===== config.mk =====
export PLATFORM = sky130hd
export DESIGN_NAME = uart_io_ctrl
export DESIGN_NICKNAME = d
export VERILOG_FILES = /design/src/rtl/uart_pkg.sv /design/src/rtl/uart_rx_deser.sv /design/src/rtl/uart_io_ctrl.sv
export SDC_FILE = /design/constraint.sdc
export NUM_CORES = 1
export LEC_CHECK = 0
export CAP_MARGIN = 20
export CORE_MARGIN = 2
export CORE_UTILIZATION = 50
export DETAILED_ROUTE_END_ITERATION = 8
export DONT_BUFFER_PORTS = 1
export PLACE_DENSITY = 0.65
export SETUP_SLACK_MARGIN = 0.15
export SKIP_LAST_GASP = 1
export SLEW_MARGIN = 15
export SYNTH_ARGS = -nofsm -noshare
export SYNTH_HDL_FRONTEND = slang
export SYNTH_SLANG_ARGS = --single-unit

===== constraint.sdc =====
create_clock -name clk -period 3.18 [get_ports clk]
set_input_delay 0.636 -clock clk [delete_from_list [all_inputs] [get_ports clk]]
set_output_delay 0.636 -clock clk [all_outputs]
set_load 0.05 [all_outputs]

===== src/rtl/uart_pkg.sv =====
// Shared types and framing constants for the byte-I/O UART responder.
package uart_pkg;
  typedef enum logic [2:0] {IDLE, TX_START, TX_DATA, TX_STOP, RD_WAIT, DONE} req_state_t;
  typedef enum logic [1:0] {R_IDLE, R_START, R_DATA, R_STOP} rx_state_t;

  localparam logic START_BIT = 1'b0;
  localparam logic STOP_BIT  = 1'b1;
  localparam int   DATA_BITS = 8;
endpackage


===== src/rtl/uart_rx_deser.sv =====
// Free-running 8N1 deserializer: synchronizes rxd, emits a byte with a one-cycle
// valid, or a one-cycle frame_err when the stop bit is low.
module uart_rx_deser
  import uart_pkg::*;
#(
  parameter int CLKS_PER_BIT = 868
) (
  input  logic       clk,
  input  logic       rst,
  input  logic       rxd,
  output logic [7:0] data,
  output logic       valid,
  output logic       frame_err
);
  localparam int            CW      = $clog2(CLKS_PER_BIT);
  localparam logic [CW-1:0] HALF_M1 = CW'(CLKS_PER_BIT / 2 - 1);
  localparam logic [CW-1:0] FULL_M1 = CW'(CLKS_PER_BIT - 1);

  logic [1:0]    sync;
  logic          rx_s;
  rx_state_t     state, state_n;
  logic [CW-1:0] cnt, cnt_n;
  logic [2:0]    idx, idx_n;
  logic [7:0]    sh, sh_n;
  logic          err_wait, err_wait_n;
  logic          valid_n, ferr_n;

  assign rx_s = sync[1];
  assign data = sh;

  always_ff @(posedge clk) begin
    if (rst) begin
      sync      <= 2'b11;
      state     <= R_IDLE;
      cnt       <= '0;
      idx       <= '0;
      sh        <= '0;
      err_wait  <= 1'b0;
      valid     <= 1'b0;
      frame_err <= 1'b0;
    end else begin
      sync      <= {sync[0], rxd};
      state     <= state_n;
      cnt       <= cnt_n;
      idx       <= idx_n;
      sh        <= sh_n;
      err_wait  <= err_wait_n;
      valid     <= valid_n;
      frame_err <= ferr_n;
    end
  end

  always_comb begin
    state_n    = state;
    cnt_n      = cnt + 1'b1;
    idx_n      = idx;
    sh_n       = sh;
    err_wait_n = err_wait;
    valid_n    = 1'b0;
    ferr_n     = 1'b0;
    case (state)
      R_IDLE: begin
        cnt_n = '0;
        // After a bad stop bit, hold off until the line returns high.
        if (err_wait) begin
          if (rx_s) err_wait_n = 1'b0;
        end else if (rx_s == START_BIT) begin
          state_n = R_START;
        end
      end
      R_START: if (cnt == HALF_M1) begin
        cnt_n   = '0;
        idx_n   = '0;
        state_n = (rx_s == START_BIT) ? R_DATA : R_IDLE;
      end
      R_DATA: if (cnt == FULL_M1) begin
        cnt_n = '0;
        sh_n  = {rx_s, sh[7:1]};
        idx_n = idx + 1'b1;
        if (idx == 3'(DATA_BITS - 1)) state_n = R_STOP;
      end
      R_STOP: if (cnt == FULL_M1) begin
        cnt_n   = '0;
        state_n = R_IDLE;
        if (rx_s == STOP_BIT) begin
          valid_n = 1'b1;
        end else begin
          ferr_n     = 1'b1;
          err_wait_n = 1'b1;
        end
      end
      default: state_n = R_IDLE;
    endcase
  end
endmodule


===== src/rtl/uart_io_ctrl.sv =====
// Byte-I/O responder: serializes sends onto txd, and answers receive requests
// from an RX FIFO filled by the always-running deserializer.
module uart_io_ctrl
  import uart_pkg::*;
#(
  parameter int CLKS_PER_BIT = 868,
  parameter int FIFO_DEPTH   = 16
) (
  input  logic       clk,
  input  logic       rst,
  input  logic       uart_go,
  input  logic       rors,
  input  logic [7:0] tx_data,
  output logic [7:0] rx_data,
  output logic       uart_done,
  output logic       busy,
  output logic       txd,
  input  logic       rxd,
  output logic       rx_overrun,
  output logic       rx_frame_err
);
  localparam int            AW      = $clog2(FIFO_DEPTH);
  localparam int            CW      = $clog2(CLKS_PER_BIT);
  localparam logic [CW-1:0] FULL_M1 = CW'(CLKS_PER_BIT - 1);

  logic [7:0] rx_byte;
  logic       rx_valid, rx_ferr;

  uart_rx_deser #(.CLKS_PER_BIT(CLKS_PER_BIT)) u_rx (
    .clk       (clk),
    .rst       (rst),
    .rxd       (rxd),
    .data      (rx_byte),
    .valid     (rx_valid),
    .frame_err (rx_ferr)
  );

  logic [7:0]  mem [FIFO_DEPTH];
  logic [AW:0] wr_ptr, rd_ptr;
  logic        empty, full, pop, push;

  assign empty = (wr_ptr == rd_ptr);
  assign full  = (wr_ptr[AW] != rd_ptr[AW]) && (wr_ptr[AW-1:0] == rd_ptr[AW-1:0]);
  // At full, a same-cycle pop frees the slot being written.
  assign push  = rx_valid && (!full || pop);

  always_ff @(posedge clk) begin
    if (push) mem[wr_ptr[AW-1:0]] <= rx_byte;
  end

  always_ff @(posedge clk) begin
    if (rst) begin
      wr_ptr       <= '0;
      rd_ptr       <= '0;
      rx_overrun   <= 1'b0;
      rx_frame_err <= 1'b0;
    end else begin
      if (push) wr_ptr <= wr_ptr + 1'b1;
      if (pop) rd_ptr <= rd_ptr + 1'b1;
      if (rx_valid && !push) rx_overrun <= 1'b1;
      if (rx_ferr) rx_frame_err <= 1'b1;
    end
  end

  req_state_t    state, state_n;
  logic [CW-1:0] cnt;
  logic [2:0]    idx;
  logic [7:0]    tx_byte;
  logic          cnt_last;

  assign cnt_last  = (cnt == FULL_M1);
  assign busy      = (state != IDLE);
  assign uart_done = (state == DONE);

  always_comb begin
    state_n = state;
    pop     = 1'b0;
    case (state)
      IDLE:     if (uart_go) state_n = rors ? TX_START : RD_WAIT;
      TX_START: if (cnt_last) state_n = TX_DATA;
      TX_DATA:  if (cnt_last && idx == 3'(DATA_BITS - 1)) state_n = TX_STOP;
      TX_STOP:  if (cnt_last) state_n = DONE;
      RD_WAIT: if (!empty) begin
        pop     = 1'b1;
        state_n = DONE;
      end
      DONE:     state_n = IDLE;
      default:  state_n = IDLE;
    endcase
  end

  always_ff @(posedge clk) begin
    if (rst) begin
      state   <= IDLE;
      cnt     <= '0;
      idx     <= '0;
      tx_byte <= '0;
      rx_data <= '0;
    end else begin
      state <= state_n;
      cnt   <= ((state inside {TX_START, TX_DATA, TX_STOP}) && !cnt_last) ? cnt + 1'b1 : '0;
      if (state == TX_DATA && cnt_last) idx <= idx + 1'b1;
      if (state == IDLE && uart_go && rors) tx_byte <= tx_data;
      if (pop) rx_data <= mem[rd_ptr[AW-1:0]];
    end
  end

  always_comb begin
    case (state)
      TX_START: txd = START_BIT;
      TX_DATA:  txd = tx_byte[idx];
      default:  txd = STOP_BIT;
    endcase
  end
endmodule


# [Word level (Yosys, flattened, before mapping)]
# Memory sizes are Yosys's and may differ from the RTL's. A register that Yosys moved wholly into a read port is not among the register bits.
# Index checks and enable logic that the tools add are counted.
# W data, S select, Z words.
[totals] out_inout_bits=13 ff_bits=64 input_bits=13 n_memories=1 mem_bits_rw=128
[mem_list] memory="mem" words=16 word_bits=8 rd=1 rd_clocked_by_memory_dff=1 write_ports=1 line_no="uart_io_ctrl.sv:38" source="logic [7:0] mem [FIFO_DEPTH];"
[op_classes] reduce_logical=26 bitwise_logic=3 n_lt_le_gt_ge=1 muxes=34 add_sub_neg=6 n_eq_ne=28
[op_table] cell="$pmux W10 S3" count=1
[op_table] cell="$mux W3" count=8
[op_table] cell="$add A10 B1 Y10 const B" count=2
[op_table] cell="$eq A10 B10 Y1 const B" count=2
[op_table] cell="$mux W10" count=2
[op_table] cell="$ne A2 B2 Y1 const B" count=8
[op_table] cell="$pmux W3 S5" count=1
[op_table] cell="$mux W2" count=7
[op_table] cell="$eq A3 B3 Y1 const B" count=4
[op_table] cell="$add A5 B1 Y5 const B" count=2
[op_table] cell="$eq A10 B9 Y1 const B" count=1
[op_table] cell="$mux W1" count=10
[op_table] cell="$logic_and A1 B1 Y1" count=8
[op_table] cell="$ne A2 B1 Y1 const B" count=4
[op_table] cell="$pmux W2 S4" count=1
[op_table] cell="$add A3 B1 Y3 const B" count=2
[op_table] cell="$eq A3 B2 Y1 const B" count=2
[op_table] cell="$pmux W3 S2" count=1
[op_table] cell="$reduce_and A3 Y1" count=2
[op_table] cell="$reduce_and A6 Y1" count=1
[op_table] cell="$reduce_bool A3 Y1" count=2
[op_table] cell="$eq A5 B5 Y1" count=1
[op_table] cell="$reduce_and A5 Y1" count=1
[op_table] cell="$eq A2 B2 Y1 const B" count=2
[op_table] cell="other kinds (16)" count=23

# [Logic depth before layout (Yosys ltp)]
[logic_depth] word_depth=7 ltp_mapped=8 ltp_nobuf=7

# [By module]
# A second synthesis with hierarchy kept.
[unflattened] cells_unflattened=584 area_unflattened_um2=8300.5
[by_module_without_submodules] mod="uart_io_ctrl" area_per_inst_um2=7081.8 cells_per_inst=459 instances=1
[by_module_without_submodules] mod="uart_rx_deser" area_per_inst_um2=1218.7 cells_per_inst=125 instances=1

# [Worst setup path after synthesis]
# Ideal clock, no wire load.
[synth_timing] path_kind="reg2reg" start="reg rd_ptr[0]" end="mem mem[3][0] (enable)" setup_time_ns=0.383 path_slack_ns=0.942 path_buffers=1 arrival_time_ns=1.854 path_stages_with_launch=7 synth_period_minus_slack_ns=2.238 path_cell_list="dfxtp_1 -> buf_2 -> xor2_1 -> nor4_4 -> a21boi_2 -> nand2_1 -> nor3_1"
[synth_via] elab_chain_cells=7 word_cells_on_any_way=10 classes_between="eq/ne: 2; mux: 4; reduce/logical: 4"
[synth_rtl] element="from (decl)" line_no="uart_io_ctrl.sv:39" source="logic [AW:0] wr_ptr, rd_ptr;"
[synth_rtl] element="from (signal assigned)" line_no="uart_io_ctrl.sv:59" source="if (pop) rd_ptr <= rd_ptr + 1'b1;"
[synth_rtl] element="$eq A5 B5 Y1 / $eq A4 B4 Y1 (equally long branches)" line_no="uart_io_ctrl.sv:42, uart_io_ctrl.sv:43"
[synth_rtl] element="$mux W1 / $logic_and A1 B1 Y1 (equally long branches)" line_no="uart_io_ctrl.sv:83, uart_io_ctrl.sv:43"
[synth_rtl] element="$mux W1 / $logic_not A1 Y1 (equally long branches)" line_no="uart_io_ctrl.sv:78, uart_io_ctrl.sv:45"
[synth_rtl] element="$logic_or A1 B1 Y1 (*)" line_no="uart_io_ctrl.sv:45" source="assign push = rx_valid && (!full || pop);"
[synth_rtl] element="$logic_and A1 B1 Y1 (*)" line_no="uart_io_ctrl.sv:45"
[synth_rtl] element="$mux W1 (*)" line_no="uart_io_ctrl.sv:48" source="if (push) mem[wr_ptr[AW-1:0]] <= rx_byte;"
[synth_rtl] element="$mux W1 (implied by the code) (*)" line_no="uart_io_ctrl.sv:48"
[synth_rtl] element="to (decl)" line_no="uart_io_ctrl.sv:38"
# Every way passes the cells marked *; elsewhere a longest branch is shown, timed or not.

# [Worst setup path in the final report]
[layout_timing] start="reg idx[0]" end="out txd"
[layout_via] elab_chain_cells=3
[layout_rtl] element="from (decl)" line_no="uart_io_ctrl.sv:67" source="logic [2:0] idx;"
[layout_rtl] element="from (signal assigned)" line_no="uart_io_ctrl.sv:102" source="if (state == TX_DATA && cnt_last) idx <= idx + 1'b1;"
[layout_rtl] element="$bmux W1 S3" line_no="uart_io_ctrl.sv:111" source="TX_DATA: txd = tx_byte[idx];"
[layout_rtl] element="$mux W1 (implied by the code)" line_no="uart_io_ctrl.sv:111"
[layout_rtl] element="$pmux W1 S2" line_no="uart_io_ctrl.sv:109" source="case (state)"
[layout_rtl] element="to (decl)" line_no="uart_io_ctrl.sv:17" source="output logic txd,"
# No other way between the ends. The select of a mux whose other input is x is not followed.

==> flow_summary.ini <==
[cts]
postCtsHoldBufs = 0
cts_buffer_depth = 2
cts.sinks = 200
clk_pin_slew_ps = 70
cts_resized = 0
cts_setup_buffers = 0
tritoncts = built
cts_buffers = 17
clk_latency_ps = 430
ctsHtreeMaxLevel = 4
root_buffer = clkbuf_16

[cells_and_area]
final_area_mm2 = 0.00889
fillers = 1309
fin_nets = 588
drive_gt1_frac = 0.145
layout_common_cells = edfxtp_1, dfxtp_1, nor2_1
layout_commonest_cell = edfxtp_1
diodes = 0
syn2layout_area_growth_pct = 8.85

[power]
finalPower_mw = 4.94
powerDensity_mw_per_mm2 = 556
p_clk_frac = 0.418
ir_drop_mv = 0.386
switching_share = 0.215
p_leak_nw = 3.07
p_sw_mw = 1.06
intPower_mw = 3.88
comb_power_share = 0.024
p_seq_frac = 0.559

[timing]
fin_crit_sh = 0.813
hold_viol_final = 0
relSlewSlack = 0.341
tightest_slew_ps = 988
whs_ps = 262
final_max_slew_viol_count = 0
rsz0062_at_grt = false
setup_viol = 0
fmaxAchievable_mhz = 387
tns_ps = 0
period_minus_slack_ps = 2590
fin_worst_skew_ps = 8.38

[synth]
ys_seq_area_frac = 0.647
synth_fp_nets = 592
synthTopCellsByArea = edfxtp_1, dfxtp_1, mux4_2
yosys_register_bits = 200
yosys_warnings = 0
synth_edf_count = 128
syn_area_per_cell_um2 = 14.5
synth_area_mm2 = 0.00817
synth_cell_types = 53
ys_async_sr_fraction = 0
syn-instance-count = 562
yosys.area.top_type = edfxtp_1
synth_top_area_frac = 0.471
synth-main-ff-cell = edfxtp_1

[die]
initial_core_util = 0.512
die_area_mm2 = 0.0174
rows = 46
fp.coreArea_mm2 = 0.0159
io-pin-count = 26
die_h_um = 132
die_w_um = 132

[placement]
place_hpwl_mm = 10.2
place_congestion = 0.820
place.port_buffers = 0
placed_area_mm2 = 0.00832

[worst_hold_path]
holdCritPathClass = primary input to flip-flop
whs_path_depth = 1
hold_start = rst

[drt]
drc_errors = 0
postRouteAntennaNets = 0
drtIter0Drc = 355
drtPass1Iterations = 4
wire_per_inst_um = 19.8
vias = 4425
drt-total-wl_mm = 15.6
vias_per_cell = 5.62

[worst_setup_path]
worstSetupEndpoint = txd
reg2reg_slack_ps = 1000
slowest_delay_ps = 520
crit_chain = mux4_2 > mux2i_1 > nand3b_1 > a21o_1
path_max_fanout = 4
crit_start = idx[0]
worstSetupPathType = flip-flop to output port
critPathRequiredTime_ps = 2540
worst_setup_path_start_kind = flip-flop
cp_slowest_cell = mux4_2
r2r_end = rd_ptr[4]
r2r-start = rd_ptr[2]
worstPathArrival_ps = 1950
endpoint_kind = output port
reg2reg_depth = 5

[flow_run]
cap_violations = 0

[global_route]
grtUsageTotal = 0.191
grt_overflow = 0
grt_antenna_before_repair = 0
grt_pass1_wl_mm = 25.3
grt_max_degree = 57
grt_pass1_vias = 4542

[status]
status = complete, no violations
worst max-delay path: cells and delay by family, from the launching register on:
| kind | cells | cell delay, ps |
|---|---|---|
| AND/OR/NAND/NOR | 1 | 90 |
| AO/OA/AOI/OAI | 1 | 330 |
| flip-flops | 1 | 430 |
| multiplexers | 2 | 660 |
stage by stage:
stage | util | std cells | setup slack (ps)
3_3_place_gp | 0.522 | 755 | 1040
3_5_place_dp | 0.522 | 755 | 997
4_1_cts | 0.558 | 787 | 554
2_1_floorplan | - | 562 | 942
5_1_grt | 0.558 | 787 | 498
6_report | 0.558 | 787 | 593
kinds of logic (layout without fill, tap and decap cells):
family | after synthesis | in the layout | synth area share
flip-flops | 200 | 200 | 0.647
AND/OR/NAND/NOR | 157 | 157 | 0.0979
AO/OA/AOI/OAI | 63 | 63 | 0.0509
multiplexers | 60 | 60 | 0.126
buffers and inverters | 38 | 47 | 0.0233
XOR/XNOR | 27 | 27 | 0.0290
adder cells (fa/ha/maj) | 17 | 17 | 0.0260
how the worst min path moves through the flow:
stage	slack (ps)	to
detailed placement	400	u_rx.sync[1]
finish	260	tx_byte[3]
floorplan	390	u_rx.sync[1]
global placement	390	u_rx.sync[1]
CTS	240	u_rx.idx[1]
global route	250	tx_byte[6]
sequential cells by signal, indices dropped and copies added, names as in the netlist, 2 cells and up, named ones only:
register   flops
cnt           10
wr_ptr         5
u_rx.idx       3
u_rx.data      8
state          3
tx_byte        8
u_rx.cnt      10
rd_ptr         5
mem          128
idx            3
u_rx.sync      2
rx_data        8
metal layers:
metal / share of wire / vias to the layer above / GRT usage
met3: 0.061 / 16 / 0.0377
met1: 0.43 / 2200 / 0.259
li1: - / 2092 / -
met2: 0.49 / 117 / 0.305
met5: 0 / - / 0
met4: 0.018 / 0 / 0.0821
cell type report:
| class | count | area, µm² | share of cell area |
|---|---|---|---|
| Inverter | 11 | 41.3 | 0.00464 |
| Clock inverter | 15 | 145 | 0.0163 |
| Clock buffer | 17 | 425 | 0.0478 |
| Timing Repair Buffer | 4 | 30.0 | 0.00338 |
| Multi-Input combinational cell | 324 | 2690 | 0.303 |
| Tap cell | 216 | 270 | 0.0304 |
| Sequential cell | 200 | 5290 | 0.595 |
cell usage after synthesis (2+ instances only):
cell type,number
edfxtp_1,128
dfxtp_1,72
nor2_1,64
mux4_2,34
mux2i_1,24
nand2_1,22
a21oi_1,18
and3_1,18
ha_1,17
a22oi_1,16
xor2_1,16
clkbuf_1,12
a21o_1,11
inv_1,11
nand3_1,11
xnor2_1,11
buf_2,7
nor2b_1,7
nand4_1,5
nor3_1,5
o21ai_0,5
a211oi_1,3
a31oi_1,3
and2_1,3
buf_6,3
or2_2,3
buf_1,2
mux2_2,2
nand3b_1,2
nor3b_1,2
or2_0,2
or3_1,2
power by group through the flow:
stage,logic [mW],clock network [mW],registers [mW]
after floorplan,0.114,0,2.81
after global placement,0.115,0,2.82
after detailed placement,0.118,0,2.82
after CTS,0.119,2.11,2.76
after global routing,0.131,2.21,2.76
final,0.118,2.06,2.76
(Power assumes the default switching activity.)
